==> src/rtl/dma_write_ctrl.sv <==
// rtl/dma_write_ctrl.sv - stream-to-AXI4 write DMA, one outstanding burst, 4 KB-safe bursts
module dma_write_ctrl #(
    parameter int MAX_BURST = 16
) (
    input  logic        CLK,
    input  logic        RST,
    input  logic        dma_write_valid,
    input  logic [25:0] dma_length_config,
    input  logic [31:0] dma_da_config,
    output logic        dma_idle,
    output logic        DMA_IRQ,
    output logic        dma_error,
    input  logic [31:0] s_axis_tdata,
    input  logic        s_axis_tvalid,
    output logic        s_axis_tready,
    output logic [31:0] m_axi_awaddr,
    output logic [7:0]  m_axi_awlen,
    output logic [2:0]  m_axi_awsize,
    output logic [1:0]  m_axi_awburst,
    output logic        m_axi_awvalid,
    input  logic        m_axi_awready,
    output logic [31:0] m_axi_wdata,
    output logic [3:0]  m_axi_wstrb,
    output logic        m_axi_wlast,
    output logic        m_axi_wvalid,
    input  logic        m_axi_wready,
    input  logic [1:0]  m_axi_bresp,
    input  logic        m_axi_bvalid,
    output logic        m_axi_bready
);

    typedef enum logic [2:0] {
        S_IDLE,
        S_ADDR,
        S_DATA,
        S_RESP,
        S_DONE
    } state_t;

    state_t      state_q, state_d;
    logic [31:0] addr_q, addr_d;
    logic [24:0] rem_q, rem_d;
    logic [7:0]  awlen_q, awlen_d;
    logic [7:0]  beat_q, beat_d;
    logic [1:0]  mod_q, mod_d;
    logic        err_q, err_d;

    logic [24:0] start_beats;
    logic [9:0]  calc_word;
    logic [24:0] calc_rem;
    logic [10:0] to_bound;
    logic [24:0] calc_beats;
    logic [7:0]  calc_awlen;
    logic [8:0]  burst_beats;
    logic        in_data;
    logic        final_beat;
    logic [3:0]  tail_strb;
    logic        unused_bits;

    assign unused_bits = ^{m_axi_bresp[0], dma_da_config[1:0]};

    assign start_beats = {1'b0, dma_length_config[25:2]} + {24'd0, |dma_length_config[1:0]};
    assign burst_beats = {1'b0, awlen_q} + 9'd1;

    // Next burst size: in IDLE it is sized from the request being accepted, otherwise from the running state.
    always_comb begin
        calc_word  = (state_q == S_IDLE) ? dma_da_config[11:2] : addr_q[11:2];
        calc_rem   = (state_q == S_IDLE) ? start_beats : rem_q;
        to_bound   = 11'd1024 - {1'b0, calc_word};
        calc_beats = 25'(MAX_BURST);
        if ({14'd0, to_bound} < calc_beats) begin
            calc_beats = {14'd0, to_bound};
        end
        if (calc_rem < calc_beats) begin
            calc_beats = calc_rem;
        end
        calc_awlen = 8'(calc_beats - 25'd1);
    end

    always_comb begin
        state_d = state_q;
        addr_d  = addr_q;
        rem_d   = rem_q;
        awlen_d = awlen_q;
        beat_d  = beat_q;
        mod_d   = mod_q;
        err_d   = err_q;
        case (state_q)
            S_IDLE: begin
                if (dma_write_valid) begin
                    err_d   = 1'b0;
                    mod_d   = dma_length_config[1:0];
                    addr_d  = {dma_da_config[31:2], 2'b00};
                    rem_d   = start_beats;
                    awlen_d = calc_awlen;
                    state_d = (start_beats == 25'd0) ? S_DONE : S_ADDR;
                end
            end
            S_ADDR: begin
                if (m_axi_awready) begin
                    addr_d  = addr_q + {21'd0, burst_beats, 2'b00};
                    rem_d   = rem_q - {16'd0, burst_beats};
                    beat_d  = 8'd0;
                    state_d = S_DATA;
                end
            end
            S_DATA: begin
                if (s_axis_tvalid && m_axi_wready) begin
                    if (beat_q == awlen_q) begin
                        state_d = S_RESP;
                    end else begin
                        beat_d = beat_q + 8'd1;
                    end
                end
            end
            S_RESP: begin
                if (m_axi_bvalid) begin
                    if (m_axi_bresp[1]) begin
                        err_d = 1'b1;
                    end
                    if (rem_q != 25'd0) begin
                        awlen_d = calc_awlen;
                        state_d = S_ADDR;
                    end else begin
                        state_d = S_DONE;
                    end
                end
            end
            S_DONE: begin
                state_d = S_IDLE;
            end
            default: begin
                state_d = S_IDLE;
            end
        endcase
    end

    always_ff @(posedge CLK) begin
        if (RST) begin
            state_q <= S_IDLE;
            addr_q  <= 32'd0;
            rem_q   <= 25'd0;
            awlen_q <= 8'd0;
            beat_q  <= 8'd0;
            mod_q   <= 2'd0;
            err_q   <= 1'b0;
        end else begin
            state_q <= state_d;
            addr_q  <= addr_d;
            rem_q   <= rem_d;
            awlen_q <= awlen_d;
            beat_q  <= beat_d;
            mod_q   <= mod_d;
            err_q   <= err_d;
        end
    end

    // rem_q is already reduced by the current burst, so zero here means this is the last burst.
    always_comb begin
        in_data    = (state_q == S_DATA);
        final_beat = in_data && (beat_q == awlen_q) && (rem_q == 25'd0);
        case (mod_q)
            2'd1:    tail_strb = 4'b0001;
            2'd2:    tail_strb = 4'b0011;
            2'd3:    tail_strb = 4'b0111;
            default: tail_strb = 4'b1111;
        endcase
    end

    assign dma_idle      = (state_q == S_IDLE);
    assign DMA_IRQ       = (state_q == S_DONE);
    assign dma_error     = err_q;
    assign m_axi_awaddr  = addr_q;
    assign m_axi_awlen   = awlen_q;
    assign m_axi_awsize  = 3'b010;
    assign m_axi_awburst = 2'b01;
    assign m_axi_awvalid = (state_q == S_ADDR);
    assign m_axi_wvalid  = in_data && s_axis_tvalid;
    assign s_axis_tready = in_data && m_axi_wready;
    assign m_axi_wdata   = in_data ? s_axis_tdata : 32'd0;
    assign m_axi_wlast   = in_data && (beat_q == awlen_q);
    assign m_axi_wstrb   = !in_data ? 4'b0000 : (final_beat ? tail_strb : 4'b1111);
    assign m_axi_bready  = (state_q == S_RESP);

endmodule

==> config.mk <==
export PLATFORM = sky130hd
export DESIGN_NAME = dma_write_ctrl
export DESIGN_NICKNAME = d
export VERILOG_FILES = /design/src/rtl/dma_write_ctrl.sv
export SDC_FILE = /design/constraint.sdc
export NUM_CORES = 1
export LEC_CHECK = 0
export BUFFER_PORTS_ARGS = -buffer_cell sky130_fd_sc_hd__buf_2
export CORE_UTILIZATION = 49
export CTS_CLUSTER_DIAMETER = 200
export DETAILED_ROUTE_END_ITERATION = 10
export GPL_TIMING_DRIVEN = 0
export HOLD_SLACK_MARGIN = 0.06
export PLACE_DENSITY = 0.78
export RECOVER_POWER = 25
export SYNTH_ARGS = -nofsm -noshare
export SYNTH_HDL_FRONTEND = slang
export SYNTH_SLANG_ARGS = --single-unit
export TNS_END_PERCENT = 100
==> constraint.sdc <==
create_clock -name CLK -period 4.7 [get_ports CLK]
set_input_delay 0.235 -clock CLK [delete_from_list [all_inputs] [get_ports CLK]]
set_output_delay 0.235 -clock CLK [all_outputs]
set_load 0.02 [all_outputs]
==> flow_metrics.env, run 1 <==
export IMPL_finalCritPeriodShare=0.976
export IMPL_cp_arrival_ns=4.79
export IMPL_cp_start_kind="flip-flop"
export IMPL_antenna_left=0
export IMPL_synth_largest_area_cell="dfxtp_1"
export IMPL_fmax_ghz=0.218
export IMPL_synth_cells=912
export IMPL_report_power_total_mw=3.96
export IMPL_rows=42
export IMPL_worstHoldPathType="primary input to flip-flop"
export IMPL_fin_cells=1327
export IMPL_ir_drop_mv=0.255
export IMPL_grt_pass1_wl_mm=38.8
export IMPL_syn2layout_area_growth_pct=27.5
export IMPL_synth_area_um2=6850
export IMPL_drtIter0Drc=1075
export IMPL_antennaDiodeCount=0
export IMPL_leakage_nw=3.76
export IMPL_dieArea_um2=14500
export IMPL_criticalPathCategory="flip-flop to flip-flop"
export IMPL_status="complete, no violations"
export IMPL_start_util=0.509
export IMPL_reg2regPathDepth=21
export IMPL_place_area_um2=8020
export IMPL_finalMaxSlewViolations=0
export IMPL_num_fill_cells=1228
export IMPL_clk_path_buf_depth=2
export IMPL_critical_path_max_fanout=5
export IMPL_detail_route_first_pass_iterations=5
export IMPL_synth_area_leaders="dfxtp_1 22%, ha_1 6.6%, nor2_1 5.4%"
export IMPL_die_h_um=120
export IMPL_core_area_um2=13500
export IMPL_setup_ws_ns=0.115
export IMPL_cp_end_kind="flip-flop"
export IMPL_synth_seq_area_share=0.225
export IMPL_clk_pin_slew_ns=0.06
export IMPL_tightest_slew_ns=0.951
export IMPL_grt_pass1_vias=7248
export IMPL_synth_top_area_frac=0.225
export IMPL_fin_tns_setup_ns=0
export IMPL_post_drt_wl_per_cell_um=19.2
export IMPL_hold_ws_ns=0.138
export IMPL_synthArstFlopShare=0
export IMPL_cts_tree="done"
export IMPL_syn_avg_cell_area_um2=7.51
export IMPL_clockRootBuffer="clkbuf_16"
export IMPL_hold_depth=3
export IMPL_die_x_um=120
export IMPL_drc=0
export IMPL_detailed_place_hpwl_mm=18.6
export IMPL_port_buffers=177
export IMPL_cellPowerDensity_nw_per_um2=454
export IMPL_drt_total_wl_mm=25.4
export IMPL_numCtsBuffers=9
export IMPL_hold_viol_final=0
export IMPL_cp_required_ns=4.91
export IMPL_post_route_util=0.650
export IMPL_fin_skew_ns=0.00991
export IMPL_clock_latency_ns=0.35
export IMPL_synth_distinct_cells=83
export IMPL_gp_congestion=0.986
export IMPL_cts_sinks=77
export IMPL_pre_cts_ws_ns=-0.707
export IMPL_yosysWarnings=0
export IMPL_grt_usage=0.346
export IMPL_timing_final_crit_period_ns=4.58
export IMPL_synth_edf_count=0
export IMPL_via_count=8041
export IMPL_cts_max_level=3
export IMPL_dp_cells=1276
export IMPL_nets=1283
export IMPL_overflow=0
export IMPL_slew_limit_headroom=0.362
export IMPL_ioPinCount=188
export IMPL_final_cell_area_um2=8740
export IMPL_viasPerCell=6.06
export IMPL_grt_max_degree=13
export IMPL_finalSetupViolCount=0
export IMPL_antenna_found_initial=0
export IMPL_max_cap_violations=0
export IMPL_drive_above_1_share=0.233
export IMPL_yosys_most_used_dff="dfxtp_1"
export IMPL_synth_seq_cells=77
layout by cell type, fill, tap and decap left out, types with 8 or more instances in the layout:
master,synthesis,routed
a211oi_1,18,16
a21o_1,9,9
a21oi_1,49,46
a311oi_1,13,13
a31oi_1,13,13
and2_1,43,43
and3_1,20,20
buf_2,5,141
buf_4,8,42
clkbuf_1,32,72
clkbuf_16,0,9
conb_1,2,13
dfxtp_1,77,75
ha_1,36,30
inv_1,31,30
mux2i_1,16,13
nand2_1,95,94
nand3_1,27,27
nand4_1,14,14
nor2_1,98,98
nor3_1,29,28
nor4_1,19,18
o211ai_1,12,12
o21ai_0,36,34
or3_1,9,8
xnor2_1,31,31
xor2_1,27,27
per-layer routing:
metal / global-route usage / part of all wire / up-vias
met4: 0.157 / 0.033 / 2
met5: 0 / 0.0014 / -
li1: - / - / 3759
met3: 0.0462 / 0.11 / 65
met2: 0.568 / 0.46 / 531
met1: 0.450 / 0.40 / 3684
cells in the mapped netlist, drive strengths merged, types with 9 or more instances:
master / n
nor3: 30
a21oi: 49
nand3: 28
nor2: 99
clkbuf: 36
a311oi: 13
buf: 20
or3: 11
xor2: 27
o211ai: 12
nand4: 17
a211oi: 18
ha: 36
mux2i: 16
o21ai: 42
a31oi: 14
a21o: 9
and2: 43
dfxtp: 77
xnor2: 31
nand2: 95
inv: 37
nor4: 22
and3: 20
final cells by class:
class                           instances  area (µm²)  area share
Clock inverter                          3        20.0     0.00229
Timing Repair Buffer                  214        1130       0.129
Clock buffer                           13         260      0.0298
Sequential cell                        77        1550       0.177
Buffer                                 54         323      0.0369
Tap cell                              176         220      0.0252
Multi-Input combinational cell        753        5090       0.583
Inverter                               37         146      0.0168
worst paths after layout:
path	from	endpoint	slack, ns
worst max-delay path	state_q[0]	m_axi_awlen[6]	0.12
worst min-delay path	dma_length_config[1]	mod_q[1]	0.14
worst max register to register	state_q[0]	m_axi_awlen[6]	0.12
worst min register to register	mod_q[1]	mod_q[1]	0.46
sequential cells by signal, summed over array words and instances, names as in the netlist:
signal	count
m_axi_awaddr	30
rem_q	25
beat_q	8
m_axi_awlen	8
state_q	3
mod_q	2
dma_error	1
logic make-up (layout without fill, tap and decap cells):
kind of cell    after synthesis  after routing  share of synthesized area
xor+xnor                     58             58                     0.0741
fa+ha+maj                    38             38                     0.0716
mux                          22             22                     0.0349
other cells                   2             13                    0.00110
buf+inv                      93            321                     0.0667
simple gates                402            402                      0.306
compound gates              220            220                      0.221
flops                        77             77                      0.225
worst max-delay path, stage by stage, from the launching register on:
cell and delay [ns]:
dfxtp_2 0.32, or3_4 0.42, inv_6 0.11, mux2_4 0.33, inv_4 0.06, ha_4 0.14
nor3b_4 0.22, mux2i_2 0.30, o22ai_4 0.15, nand2b_4 0.11, ha_4 0.21, a211oi_2 0.22
nor2_1 0.06, o21ai_1 0.14, a21oi_2 0.08, o311ai_2 0.33, o211a_4 0.25, mux2_4 0.33
ha_4 0.20, buf_6 0.14, a221oi_4 0.27, nor3_2 0.05
report_power, final:
group / switching (mW) / internal [mW] / leakage, nW
combinational: 1.41 / 0.901 / 3.00
sequential: 0.190 / 0.789 / 0.635
clock: 0.287 / 0.386 / 0.132
total: 1.89 / 2.08 / 3.76
what timing repair did:
action / CTS / global route
pin swaps: 17 / 14
hold buffers: 0 / 0
endpoints found under the hold margin: 0 / 0
setup endpoints to repair: 8 / 4
gates resized for setup: 35 / 14
buffers inserted: 33 / 5
No activity file was read; power rests on OpenSTA's default activity.
==> run 2: changes to the inputs <==
--- a/config.mk
+++ b/config.mk
@@ -6,11 +6,13 @@
 export NUM_CORES = 1
 export LEC_CHECK = 0
 export BUFFER_PORTS_ARGS = -buffer_cell sky130_fd_sc_hd__buf_2
+export CORE_MARGIN = 2
 export CORE_UTILIZATION = 49
 export CTS_CLUSTER_DIAMETER = 200
 export DETAILED_ROUTE_END_ITERATION = 10
 export GPL_TIMING_DRIVEN = 0
 export HOLD_SLACK_MARGIN = 0.06
+export MAX_ROUTING_LAYER = met4
 export PLACE_DENSITY = 0.78
 export RECOVER_POWER = 25
 export SYNTH_ARGS = -nofsm -noshare
==> run 2 against run 1 <==
Compared with the run above: first-iteration DRC count fell by 2.2%; highest routed layer is now met4; critical path type unchanged; register-to-register slack got worse by 0.11 ns; cell count rose by 0.23%; sequential share of layout area rose by 0.11 points; setup slack got worse by 0.11 ns; non-clock buffer count fell by 1.
==> flow_metrics.env, run 2 (synthesized netlist as in run 1, its figures left out) <==
export IMPL_status="complete, no violations"
export IMPL_drive_above_1_share=0.230
export IMPL_criticalPathCategory="flip-flop to flip-flop"
export IMPL_slew_limit_headroom=0.368
export IMPL_grt_max_degree=13
export IMPL_min_delay_start="dma_length_config[1]"
export IMPL_cp_arrival_ns=4.89
export IMPL_cts_sinks=77
export IMPL_p_sw_mw=1.89
export IMPL_fin_skew_ns=0.0105
export IMPL_clockRootBuffer="clkbuf_16"
export IMPL_hold_viol_final=0
export IMPL_comb_power_share=0.581
export IMPL_antenna_found_initial=0
export IMPL_final_common_cell="buf_2"
export IMPL_worstHoldPathType="primary input to flip-flop"
export IMPL_cellPowerDensity_nw_per_um2=455
export IMPL_overflow=0
export IMPL_max_cap_violations=0
export IMPL_reg2reg_slack_ns=0.008
export IMPL_clk_pin_slew_ns=0.06
export IMPL_setup_ws_ns=0.00793
export IMPL_clkPwrFrac=0.170
export IMPL_post_drt_wl_per_cell_um=19.2
export IMPL_dieArea_um2=14900
export IMPL_drc=0
export IMPL_grt_pass1_vias=7144
export IMPL_finalCritPeriodShare=0.998
export IMPL_cp_start_kind="flip-flop"
export IMPL_regToRegStartpoint="state_q[0]"
export IMPL_dp_cells=1280
export IMPL_start_util=0.497
export IMPL_ioPinCount=188
export IMPL_seqPwrFrac=0.248
export IMPL_critical_path_max_fanout=6
export IMPL_cts_max_level=3
export IMPL_timing_final_crit_period_ns=4.69
export IMPL_post_route_util=0.632
export IMPL_drtIter0Drc=1051
export IMPL_die_x_um=122
export IMPL_detailed_place_hpwl_mm=18.5
export IMPL_finalMaxSlewViolations=0
export IMPL_rsz0062_at_grt="yes"
export IMPL_clock_latency_ns=0.34
export IMPL_num_fill_cells=1298
export IMPL_cp_end_kind="flip-flop"
export IMPL_syn2layout_area_growth_pct=27.0
export IMPL_cp_required_ns=4.89
export IMPL_core_area_um2=13800
export IMPL_detail_route_first_pass_iterations=8
export IMPL_gp_congestion=0.949
export IMPL_r2r_end="m_axi_awlen[6]"
export IMPL_cts_tree="done"
export IMPL_fin_cells=1330
export IMPL_crit_end="m_axi_awlen[6]"
export IMPL_internal_power_mw=2.07
export IMPL_most_common_layout_cells="142 x buf_2, 98 x nor2_1, 95 x nand2_1"
export IMPL_fmax_ghz=0.213
export IMPL_grt_pass1_wl_mm=38.1
export IMPL_p_sw_frac=0.478
export IMPL_die_h_um=122
export IMPL_finalSetupViolCount=0
export IMPL_nets=1282
export IMPL_viasPerCell=6.05
export IMPL_ir_drop_mv=0.249
export IMPL_tightest_slew_ns=0.942
export IMPL_antenna_left=0
export IMPL_port_buffers=177
export IMPL_numCtsBuffers=9
export IMPL_reg2regPathDepth=23
export IMPL_clk_path_buf_depth=2
export IMPL_grt_usage=0.340
export IMPL_crit_path_start="state_q[0]"
export IMPL_leakage_nw=3.77
export IMPL_fin_tns_setup_ns=0
export IMPL_drt_total_wl_mm=25.6
export IMPL_rows=43
export IMPL_via_count=8046
export IMPL_antennaDiodeCount=0
export IMPL_largest_reg_flops=30
export IMPL_pre_cts_ws_ns=-0.691
==> run 2: cell type report <==
type	count	area, µm²	area share
buffer	54	323	0.0371
clock buffer	12	256	0.0295
clock inverter	4	22.5	0.00259
inverter	37	154	0.0177
multi-input combinational	753	5050	0.581
sequential	77	1550	0.178
tap	180	225	0.0259
timing repair buffer	213	1120	0.128
==> run 2: how the worst min path moves through the flow <==
| stage | endpoint | slack, ns | cells past startpoint |
|---|---|---|---|
| after floorplan | mod_q[1] | 0.37 | 2 |
| after global placement | mod_q[1] | 0.45 | 2 |
| after detailed placement | mod_q[1] | 0.45 | 2 |
| after CTS | mod_q[1] | 0.16 | 3 |
| after global routing | mod_q[1] | 0.18 | 3 |
| final | mod_q[1] | 0.16 | 3 |
==> run 2: critical path: stages, from the launching register on <==
cell	delay [ns]
dfxtp_4	0.35
or3_4	0.43
clkinv_8	0.09
mux2_4	0.18
inv_4	0.04
ha_4	0.16
buf_4	0.13
buf_4	0.13
xnor2_1	0.45
nand2b_4	0.26
ha_4	0.20
a211oi_2	0.20
nor2_1	0.07
o21ai_1	0.18
a21oi_2	0.09
o311ai_2	0.30
o211a_4	0.25
buf_6	0.10
nor2_1	0.04
a21oi_2	0.17
ha_4	0.22
a21oi_2	0.08
a221oi_2	0.36
nor3_2	0.06
==> run 2: routing by layer <==
layer / routed length, µm / up-vias / global-route usage
met5: 0 / - / -
met4: 1170 / 0 / 0.151
met3: 3040 / 85 / 0.0674
met2: 11100 / 559 / 0.524
met1: 10200 / 3643 / 0.430
li1: - / 3759 / -
==> run 2: power by group through the flow <==
| stage | clock network (mW) | registers [mW] | logic [mW] |
|---|---|---|---|
| floorplan | 0 | 1.01 | 1.42 |
| global placement | 0 | 0.975 | 2.07 |
| detailed placement | 0 | 0.978 | 2.08 |
| CTS | 0.666 | 0.969 | 2.21 |
| global route | 0.696 | 1.00 | 2.48 |
| finish | 0.675 | 0.984 | 2.30 |
==> run 2: repair_timing <==
item,in CTS,in global routing
buffers inserted,31,5
setup endpoints to repair,8,4
hold buffers,0,0
resized for setup,29,15
pin swaps,7,12
==> run 2: stage by stage <==
| stage | hold slack, ns | cell area, µm² | power, mW |
|---|---|---|---|
| floorplan | 0.371 | 6910 | 2.44 |
| global placement | 0.448 | 8030 | 3.04 |
| detailed placement | 0.449 | 8030 | 3.06 |
| CTS | 0.158 | 8660 | 3.84 |
| global route | 0.177 | 8700 | 4.17 |
| finish | 0.158 | 8700 | 3.96 |
==> run 3: changes to the inputs <==
--- a/config.mk
+++ b/config.mk
@@ -5,15 +5,16 @@
 export SDC_FILE = /design/constraint.sdc
 export NUM_CORES = 1
 export LEC_CHECK = 0
+export ABC_AREA = 1
 export BUFFER_PORTS_ARGS = -buffer_cell sky130_fd_sc_hd__buf_2
 export CORE_MARGIN = 2
-export CORE_UTILIZATION = 49
+export CORE_UTILIZATION = 50
 export CTS_CLUSTER_DIAMETER = 200
 export DETAILED_ROUTE_END_ITERATION = 10
 export GPL_TIMING_DRIVEN = 0
 export HOLD_SLACK_MARGIN = 0.06
 export MAX_ROUTING_LAYER = met4
-export PLACE_DENSITY = 0.78
+export PLACE_DENSITY = 0.87
 export RECOVER_POWER = 25
 export SYNTH_ARGS = -nofsm -noshare
 export SYNTH_HDL_FRONTEND = slang
==> run 3 against run 2 <==
Compared with the run above: global-route usage fell by 2.7 points; worst hold slack improved by 0.0037 ns; clock-buffer cell count fell by 1; combinational power rose by 45%; register-to-register slack improved by 0.63 ns; sequential power rose by 24%; synthesized area rose by 7.6%; via count rose by 11%; cell area rose by 0.86%; critical path depth rose by 7; non-clock buffer count fell by 42.
==> flow_metrics.env, run 3 <==
export IMPL_cts_tree="done"
export IMPL_post_cts_buffers=0
export IMPL_die_h_um=125
export IMPL_cts_resized_gates=0
export IMPL_via_count=8934
export IMPL_hold_buffers=0
export IMPL_worstHoldPathType="primary input to flip-flop"
export IMPL_clk_pin_slew_ns=0.06
export IMPL_criticalPathCategory="flip-flop to flip-flop"
export IMPL_yosysWarnings=0
export IMPL_syn_avg_cell_area_um2=5.98
export IMPL_final_common_cell="nand2_1"
export IMPL_yosys_most_used_dff="dfxtp_1"
export IMPL_ir_drop_mv=0.372
export IMPL_cts_sinks=77
export IMPL_synth_cells=1234
export IMPL_finalSetupViolCount=0
export IMPL_hold_ws_ns=0.161
export IMPL_fin_tns_setup_ns=0
export IMPL_drt_total_wl_mm=24.6
export IMPL_cp_start_kind="flip-flop"
export IMPL_num_fill_cells=1424
export IMPL_max_stage_delay_ns=0.37
export IMPL_dieArea_um2=15700
export IMPL_antennaDiodeCount=0
export IMPL_clock_latency_ns=0.35
export IMPL_most_common_layout_cells="283 x nand2_1, 167 x inv_1, 141 x buf_2"
export IMPL_cp_arrival_ns=4.34
export IMPL_antenna_found_initial=0
export IMPL_rsz0062_at_grt="no"
export IMPL_numCtsBuffers=9
export IMPL_synth_area_um2=7370
export IMPL_clk_path_buf_depth=2
export IMPL_synth_area_leaders="dfxtp_1 21%, nand2_1 14%, inv_1 8.5%"
export IMPL_synth_common_cells="283 x nand2_1, 167 x inv_1, 138 x nor2_1"
export IMPL_synth_seq_area_share=0.209
export IMPL_hold_viol_final=0
export IMPL_antenna_left=0
export IMPL_crit_slowest_cell="dfxtp_1"
export IMPL_fmax_ghz=0.246
export IMPL_grt_pass1_wl_mm=38.9
export IMPL_port_buffers=177
export IMPL_grt_usage=0.312
export IMPL_synth_largest_area_cell="dfxtp_1"
export IMPL_cp_end_kind="flip-flop"
export IMPL_ioPinCount=188
export IMPL_synth_distinct_cells=46
export IMPL_critical_path_max_fanout=9
export IMPL_cellPowerDensity_nw_per_um2=600
export IMPL_finalCritPeriodShare=0.864
export IMPL_slew_limit_headroom=0.490
export IMPL_core_area_um2=14500
export IMPL_clockRootBuffer="clkbuf_16"
export IMPL_rows=44
export IMPL_nets=1570
export IMPL_synthArstFlopShare=0
export IMPL_overflow=0
export IMPL_dp_cells=1606
export IMPL_detailed_place_hpwl_mm=19.6
export IMPL_tightest_slew_ns=0.760
export IMPL_timing_final_crit_period_ns=4.06
export IMPL_crit_top_cell="nand2_1"
export IMPL_grt_pass1_vias=8169
export IMPL_die_x_um=125
export IMPL_report_power_total_mw=5.27
export IMPL_drtIter0Drc=634
export IMPL_grt_max_degree=13
export IMPL_synth_seq_cells=77
export IMPL_yosys_cell_count_top_type="nand2_1"
export IMPL_leakage_nw=4.40
export IMPL_synth_edf_count=0
export IMPL_status="complete, no violations"
export IMPL_finalMaxSlewViolations=0
export IMPL_synth_top_area_frac=0.209
export IMPL_largest_reg_flops=30
export IMPL_drive_above_1_share=0.148
export IMPL_reg2reg_slack_ns=0.64
export IMPL_detail_route_first_pass_iterations=5
export IMPL_cts_max_level=3
export IMPL_fin_cells=1621
export IMPL_viasPerCell=5.51
export IMPL_start_util=0.509
export IMPL_post_drt_wl_per_cell_um=15.2
export IMPL_gp_congestion=0.972
export IMPL_drc=0
export IMPL_fin_skew_ns=0.00764
export IMPL_cp_required_ns=4.98
export IMPL_syn2layout_area_growth_pct=19.0
export IMPL_max_cap_violations=0
-- run 3: layout make-up --
class / instances / area, µm² / share of cell area
plain buffers: 48 / 221 / 0.0252
clock buffers: 11 / 243 / 0.0277
clock inverters: 4 / 48.8 / 0.00556
inverters: 174 / 653 / 0.0744
multi-input cells: 946 / 5000 / 0.570
flip-flops and latches: 77 / 1540 / 0.176
well taps: 184 / 230 / 0.0262
repair buffers: 177 / 837 / 0.0954
-- run 3: cell families (layout without fill, tap and decap cells) --
| logic type | Yosys count | count (layout) | share of synthesized area |
|---|---|---|---|
| xor gates and xnor gates | 42 | 42 | 0.0499 |
| DFF | 77 | 77 | 0.209 |
| AOI/OAI and AO/OA | 272 | 272 | 0.204 |
| and+or+nand+nor | 581 | 581 | 0.351 |
| other | 2 | 13 | 0.00102 |
| buffers and inverters | 222 | 414 | 0.119 |
| adders and majority gates | 38 | 38 | 0.0665 |
-- run 3: path summary, 6_finish.rpt --
kind	from	end	depth (start not counted)
worst min-delay path	m_axi_bresp[1]	dma_error	3
worst max register to register	state_q[2]	m_axi_awlen[6]	30
worst max-delay path	state_q[2]	m_axi_awlen[6]	30
worst min register to register	dma_error	dma_error	2
-- run 3: metrics by stage --
stage / utilization / setup WS, ns / cell area (µm²)
2_1_floorplan: - / 1.23 / 7420
3_3_place_gp: 0.589 / 0.741 / 8530
3_5_place_dp: 0.589 / 0.684 / 8530
4_1_cts: 0.609 / 0.665 / 8820
5_1_grt: 0.606 / 0.218 / 8770
6_report: 0.606 / 0.638 / 8770
-- run 3: power by group --
group	leakage, nW	switching (mW)	internal (mW)
combinational	3.62	2.24	1.10
sequential	0.636	0.334	0.886
clock	0.145	0.283	0.422
total	4.40	2.86	2.41
-- run 3: critical path, delay by kind of cell (launching register included) --
kind	cells	cell delay (ns)
buffers and inverters	4	0.35
AO/OA/AOI/OAI	6	0.92
adder cells (fa/ha/maj)	3	0.68
flip-flops	1	0.37
AND/OR/NAND/NOR	17	1.67
-- run 3: layer usage --
metal | global-route usage | vias up | part of all wire
li1 | - | 4406 | -
met5 | - | - | 0
met3 | 0.0697 | 83 | 0.096
met2 | 0.531 | 484 | 0.47
met1 | 0.350 | 3961 | 0.40
met4 | 0.139 | 0 | 0.041
